[src/rtl/serial_add_pkg.sv]
// Shared definitions for the bit-serial adder sequencer: FSM encodings and
// the bit-counter width helper.
package serial_add_pkg;

  typedef enum logic [1:0] {
    ST_IDLE  = 2'd0,
    ST_SHIFT = 2'd1,
    ST_DONE  = 2'd2
  } state_t;

  // Counter must index bits 0..width-1; never narrower than one bit.
  function automatic int cnt_width(input int width);
    return (width <= 2) ? 1 : $clog2(width);
  endfunction

endpackage

[src/rtl/half_adder.sv]
// One-bit half adder cell, the building block of the serial full-add stage.
module half_adder (
  input  logic a,
  input  logic b,
  output logic sum,
  output logic carry
);

  assign sum   = a ^ b;
  assign carry = a & b;

endmodule

[src/rtl/serial_add_ctrl.sv]
// Bit-serial WIDTH-bit adder: accepts operands on a valid/ready handshake,
// adds one bit per clock LSB-first, and presents sum and carry on a result handshake.
module serial_add_ctrl #(
  parameter int WIDTH = 8
) (
  input  logic             clk,
  input  logic             rst,
  input  logic             in_valid,
  output logic             in_ready,
  input  logic [WIDTH-1:0] a_in,
  input  logic [WIDTH-1:0] b_in,
  output logic             out_valid,
  input  logic             out_ready,
  output logic [WIDTH-1:0] sum_out,
  output logic             carry_out,
  output logic             busy
);

  import serial_add_pkg::*;

  localparam int             CW       = cnt_width(WIDTH);
  localparam logic [CW-1:0]  CNT_LAST = CW'(WIDTH - 1);

  state_t           state_q, state_d;
  logic [WIDTH-1:0] a_q, a_d;
  logic [WIDTH-1:0] b_q, b_d;
  logic [WIDTH-1:0] result_q, result_d;
  logic             carry_q, carry_d;
  logic [CW-1:0]    cnt_q, cnt_d;

  logic s1, c1, s, c2;

  // Full add built from two half adders; the carries can never both be set.
  half_adder ha0 (
    .a     (a_q[0]),
    .b     (b_q[0]),
    .sum   (s1),
    .carry (c1)
  );

  half_adder ha1 (
    .a     (s1),
    .b     (carry_q),
    .sum   (s),
    .carry (c2)
  );

  always_ff @(posedge clk or posedge rst) begin
    if (rst) begin
      state_q <= ST_IDLE;
    end else begin
      state_q <= state_d;
    end
  end

  always_comb begin
    state_d = state_q;
    case (state_q)
      ST_IDLE:  if (in_valid)           state_d = ST_SHIFT;
      ST_SHIFT: if (cnt_q == CNT_LAST)  state_d = ST_DONE;
      ST_DONE:  if (out_ready)          state_d = ST_IDLE;
      default:                          state_d = ST_IDLE;
    endcase
  end

  always_comb begin
    in_ready  = (state_q == ST_IDLE);
    out_valid = (state_q == ST_DONE);
    busy      = (state_q == ST_SHIFT) || (state_q == ST_DONE);
  end

  always_comb begin
    a_d      = a_q;
    b_d      = b_q;
    result_d = result_q;
    carry_d  = carry_q;
    cnt_d    = cnt_q;
    if (state_q == ST_IDLE && in_valid) begin
      a_d      = a_in;
      b_d      = b_in;
      result_d = '0;
      carry_d  = 1'b0;
      cnt_d    = '0;
    end else if (state_q == ST_SHIFT) begin
      a_d      = a_q >> 1;
      b_d      = b_q >> 1;
      result_d = {s, result_q[WIDTH-1:1]};
      carry_d  = c1 | c2;
      cnt_d    = cnt_q + 1'b1;
    end
  end

  always_ff @(posedge clk or posedge rst) begin
    if (rst) begin
      a_q      <= '0;
      b_q      <= '0;
      result_q <= '0;
      carry_q  <= 1'b0;
      cnt_q    <= '0;
    end else begin
      a_q      <= a_d;
      b_q      <= b_d;
      result_q <= result_d;
      carry_q  <= carry_d;
      cnt_q    <= cnt_d;
    end
  end

  assign sum_out   = result_q;
  assign carry_out = carry_q;

endmodule

[config.mk]
export PLATFORM = sky130hd
export DESIGN_NAME = serial_add_ctrl
export DESIGN_NICKNAME = d
export VERILOG_FILES = /design/src/rtl/serial_add_pkg.sv /design/src/rtl/half_adder.sv /design/src/rtl/serial_add_ctrl.sv
export SDC_FILE = /design/constraint.sdc
export NUM_CORES = 1
export LEC_CHECK = 0
export ABC_AREA = 1
export CORE_MARGIN = 1
export CORE_UTILIZATION = 44
export DETAILED_ROUTE_END_ITERATION = 8
export PLACE_DENSITY = 0.77
export SYNTH_ARGS = -nofsm -noshare
export SYNTH_HDL_FRONTEND = slang
export SYNTH_HIERARCHICAL = 1
export SYNTH_SLANG_ARGS = --single-unit
export TNS_END_PERCENT = 50
[constraint.sdc]
create_clock -name clk -period 1.2 [get_ports clk]
set_input_delay 0.3 -clock clk [delete_from_list [all_inputs] [get_ports clk]]
set_output_delay 0.3 -clock clk [all_outputs]
set_load 0.005 [all_outputs]
## Word-level counts from Yosys, hierarchy flattened

Cells that the tools add are included.
W data, S select, Z words.

- Register bits after elaboration: 30
- Output and inout bits: 12
- Logic and storage cells: 37

- Add/sub/neg operators: 1
- Equal/unequal tests: 6
- Multiplexer cells: 14
- Bitwise gates (word level): 5
- Reduce and logical (&&, ||, !) cells: 5

Operators by type and width:

| kind | number |
|---|---|
| $mux W8 | 6 |
| $mux W2 | 3 |
| $mux W3 | 2 |
| $pmux W2 S3 | 1 |
| $ne A2 B2 Y1 const B | 2 |
| $add A3 B1 Y3 const B | 1 |
| $eq A3 B3 Y1 const B | 1 |
| $reduce_and A3 Y1 | 1 |
| $and A1 B1 Y1 | 2 |
| $eq A2 B1 Y1 const B | 1 |
| $eq A2 B2 Y1 const B | 1 |
| $logic_not A2 Y1 | 1 |
| $mux W1 | 2 |
| $ne A2 B1 Y1 const B | 1 |
| $reduce_bool A2 Y1 | 1 |
| $xor A1 B1 Y1 | 2 |
| $logic_and A1 B1 Y1 | 1 |
| $logic_or A1 B1 Y1 | 1 |
| $or A1 B1 Y1 | 1 |

## Logic depth before layout (Yosys ltp)

- Depth after elaboration: 5
- Depth in mapped cells: 8

## Hierarchy

The synthesis kept the hierarchy.

By module, submodules not included:

| module | times used | cells an instance | area an instance (µm²) |
|---|---|---|---|
| serial_add_ctrl | 1 | 158 | 1,378.8 |
| half_adder | 2 | 1 | 12.5 |

## Least setup slack after synthesis

Ideal clock, no wire load.

- Path kind: reg-to-reg
- Start: reg state_q[0]
- End: reg b_q[4]
- Data arrival time: 1,183 ps
- Required time: 1,076 ps
- Path slack: -107 ps
- Cell stages (with the launch flop): 9
- Buffers on the path: 1
- Cells stage by stage: dfrtp_1 inv_1 ha_1 nand2_4 nand2_2 inv_2 buf_6 nand2_1 nand3_1

- Cells in the longest elaborated chain, start to end: 3

Ends and longest elaborated chain:

| item | RTL line | RTL |
|---|---|---|
| start: declaration | serial_add_ctrl.sv:24 | `state_t state_q, state_d;` |
| start signal: assignment | serial_add_ctrl.sv:52 | `state_q <= state_d;` |
| $logic_not A2 Y1 (*) | -- |  |
| via in_ready | serial_add_ctrl.sv:9 | `output logic in_ready,` |
| $logic_and A1 B1 Y1 (*) | serial_add_ctrl.sv:78 | `if (state_q == ST_IDLE && in_valid) begin` |
| $mux W8 or $reduce_bool A2 Y1 (tied branches) | -- |  |
| end signal: assignment | serial_add_ctrl.sv:96 | `b_q <= '0;` |
| end signal: assignment | serial_add_ctrl.sv:102 | `b_q <= b_d;` |
| end: declaration | serial_add_ctrl.sv:26 | `logic [WIDTH-1:0] b_q, b_d;` |

Mark *: on every way through the listed nets, which the timed path passes. The rest lies on a longest branch.
A chain may end at the register's enable or synchronous reset.

## Worst setup path after layout

- Start: reg state_q[0]
- End: out busy

- Cells in the longest elaborated chain, start to end: 2

Ends and longest elaborated chain:

| item | RTL line | RTL |
|---|---|---|
| $eq A2 B1 Y1 or $eq A2 B2 Y1 (tied branches) | serial_add_ctrl.sv:69 | `busy = (state_q == ST_SHIFT) \|\| (state_q == ST_DONE);` |
| $logic_or A1 B1 Y1 (*) | serial_add_ctrl.sv:69 |  |
| end: declaration | serial_add_ctrl.sv:16 | `output logic busy` |

Mark *: on every way between the ends. The rest lies on a longest branch, timed or not.

==> results by group <==
Outcome
  – Failing checks: negative setup slack
  – Status: finished with violations

Routing
  – DRT iter0 DRCs: 64
  – Wire per inst: 15.7 um
  – Post-Route WL: 4100 um
  – DRC viols: 0
  – Vias per inst: 5.25
  – DR pass1 iterations: 4
  – Final ANT Viol Nets: 0
  – Vias: 1370

Setup path
  – Worst path arrival time: 1.22 ns
  – Max incr delay on CP: 0.42 ns
  – Crit path buf inv count: 2
  – Worst path required time: 0.90 ns
  – Crit Path Category: reg2out
  – CP Launch Type: flip-flop
  – Slowest-stage cell, CP: dfrtp_1
  – Delay-heaviest family, CP: flip-flops
  – Worst Setup End Kind: output pin
  – Crit-path cells: inv_2 -> ha_4 -> buf_6
  – Worst Path Max Fanout: 2

Logic synthesis
  – Post-synth EDFFs: 0
  – Avg Inst Size Synth: 8.77 um2
  – Synthesized instance count: 160
  – Synth Area in Simple Gates: 0.271
  – Yosys warns: 6
  – Most used DFF post-synth: dfrtp_1
  – Most instantiated cells after synthesis: nand2_1, dfrtp_1, nand3_1
  – Synth top area share: 0.535
  – Complex-gate fraction of the synthesized area: 0.0544
  – Largest area contributor in the netlist: dfrtp_1
  – Combinational family with the most area after synthesis: simple AND/OR/NAND/NOR gates
  – Synthesized area: 1400 um2
  – Mapped Nets: 188
  – XOR/XNOR share of the synthesized area: 0.00624
  – Top-count cell post-synth: nand2_1
  – Number of synthesized register bits: 30
  – Adder-cell share of the synthesized area: 0.0713
  – Count of cell types in the netlist: 19
  – Post-synth ARST share: 1.00
  – Ranking of synthesized cells by area: dfrtp_1, nand2_1, nand3_1
  – Seq/Total Area, Yosys: 0.535
  – Multiplexer area fraction after synthesis: 0

Global routing
  – GRT overflow: 0
  – Largest net degree at the start of global routing: 31
  – Initial antenna violation count: 0
  – First-pass GRT wire length: 5690 um
  – GRT Util Overall: 0.228
  – Number of global-route vias before repair: 1237

Layout
  – Nets@finish: 244
  – Final std cells w/o fill: 261
  – Share of layout cells above drive strength 1: 0.484
  – # fillers: 184
  – # diodes: 0
  – Design area: 2360 um2
  – Post-layout util: 0.779
  – Area delta synth->final: 67.9%

Clocking
  – Hold-fix buffers, CTS: 0
  – CTS Sinks: 30
  – Root buffer cell: clkbuf_4
  – Clk slew on worst S/H paths: 0.11 ns
  – Number of CTS-inserted buffers: 5
  – Maximum buffer depth of the clock tree: 2
  – Clk_lat worst skew: 0.36 ns
  – H-tree levels: 2
  – Clock tree from TritonCTS: done

Pwr
  – Pleak: 0.00112 uW
  – VDD IR max: 0.00168 V
  – PD cells: 2620 nW/um2

STA
  – Clk_skew: 0.0166 ns
  – Final setup TNS: -6.78 ns
  – Slew headroom: 0.849
  – Final WS setup: -0.321 ns
  – RSZ-0062 raised after global routing: yes
  – Post-route minimum period: 1.52 ns
  – Final setup vio count: 35
  – Slew Limit Fails: 0
  – Maximum operating frequency: 0.657 GHz
  – Worst Max-Slew Pin Slew: 0.227 ns
  – Fin. Hold Viols: 0
  – Final period util: 1.27

Die
  – Overall die height: 58.5 um
  – Site row count: 20
  – DIE WIDTH: 58.5 um
  – Io pins: 32
  – Initial core utilization: 0.464
  – Area of the core: 3030 um2
  – Die Area: 3420 um2

Place
  – Post-detail-place hpwl: 2110 um
  – RePlAce Congestion: 0.786
  – Worst slack, placed: -0.269 ns
  – Placed cell count: 243
  – DP Area: 1870 um2
  – PortBufs: 31

Min path
  – HP Class: in2async

Run
  – Max_cap viols: 0
==> placed cells by master (no fill, tap or decap), types with 5 or more instances in the layout <==
master,instances
buf_6,13
buf_4,9
ha_1,5
inv_1,7
nand2_1,22
nand3_2,13
nand3_1,15
nor2_1,6
clkbuf_4,5
o21ai_2,6
nand2_2,16
o21ai_1,5
buf_2,9
dfrtp_1,30
clkdlybuf4s50_1,19
==> layer usage <==
layer,wire (um),share of wire,track usage,up-vias
li1,-,-,-,641
met5,0,0,0,-
met2,2180,0.53,0.374,34
met1,1680,0.41,0.283,687
met4,68,0.017,0.0884,0
met3,179,0.044,0.0681,8
==> final cells by class <==
type                    instances  area [um2]  share of cell area
inverters                      12        62.6              0.0265
multi-input cells             111         865               0.367
flip-flops and latches         30         751               0.318
clock buffers                   6        51.3              0.0218
clock inverters                 2        12.5             0.00531
well taps                      44        55.1              0.0234
repair inverters                1        11.3             0.00478
repair buffers                 55         549               0.233
==> registers in the layout, indices dropped and copies added (netlist names) <==
| signal | cells |
|---|---|
| sum_out | 8 |
| cnt_q | 3 |
| state_q | 2 |
| carry_out | 1 |
| a_q | 8 |
| b_q | 8 |
==> cells by family after synthesis <==
group / count (synthesis)
AO/OA/AOI/OAI: 15
XOR/XNOR: 1
adder cells (fa/ha/maj): 8
buffers and inverters: 19
flip-flops: 30
AND/OR/NAND/NOR: 87
==> worst register-to-register path, delay by kind of cell (launching register included) <==
family / cells / cell delay [ns]
fa+ha+maj: 1 / 0.25
buf+inv: 5 / 0.43
flops: 1 / 0.41
simple gates: 3 / 0.26
==> through the flow <==
step	hold slack (ns)	power, uW
global placement	0.462	3820
finish	0.270	6170
floorplan	0.391	3010
CTS	0.293	5360
global route	0.282	6530
detailed placement	0.475	3940
==> where the power goes <==
group	leakage [uW]	internal [uW]	switching, uW	total, uW
clock network	0.0000343	281	404	685
logic	0.000700	1780	1880	3650
registers	0.000381	1470	366	1830
==> path summary, 6_finish.rpt <==
| check | depth (start not counted) | slack [ns] | to | from |
|---|---|---|---|---|
| max | 3 | -0.32 | busy | state_q[0] |
| min | 3 | 0.27 | state_q[0] | rst |
| max reg2reg | 9 | -0.27 | a_q[6] | state_q[1] |
| min reg2reg | 2 | 0.50 | b_q[0] | b_q[0] |
| max in group asynchronous | 3 | 0.75 | state_q[1] | rst |
| min in group clk | 3 | 0.48 | b_q[7] | b_in[7] |
==> repair_timing <==
| item | 4_1_cts | 5_1_grt |
|---|---|---|
| gates resized for setup | 119 | 36 |
| endpoints found under the setup margin | 42 | 39 |
| setup buffers | 6 | 2 |
| pin swaps | 9 | 6 |
| gates cloned | 2 | 1 |
(Power assumes the default switching activity.)
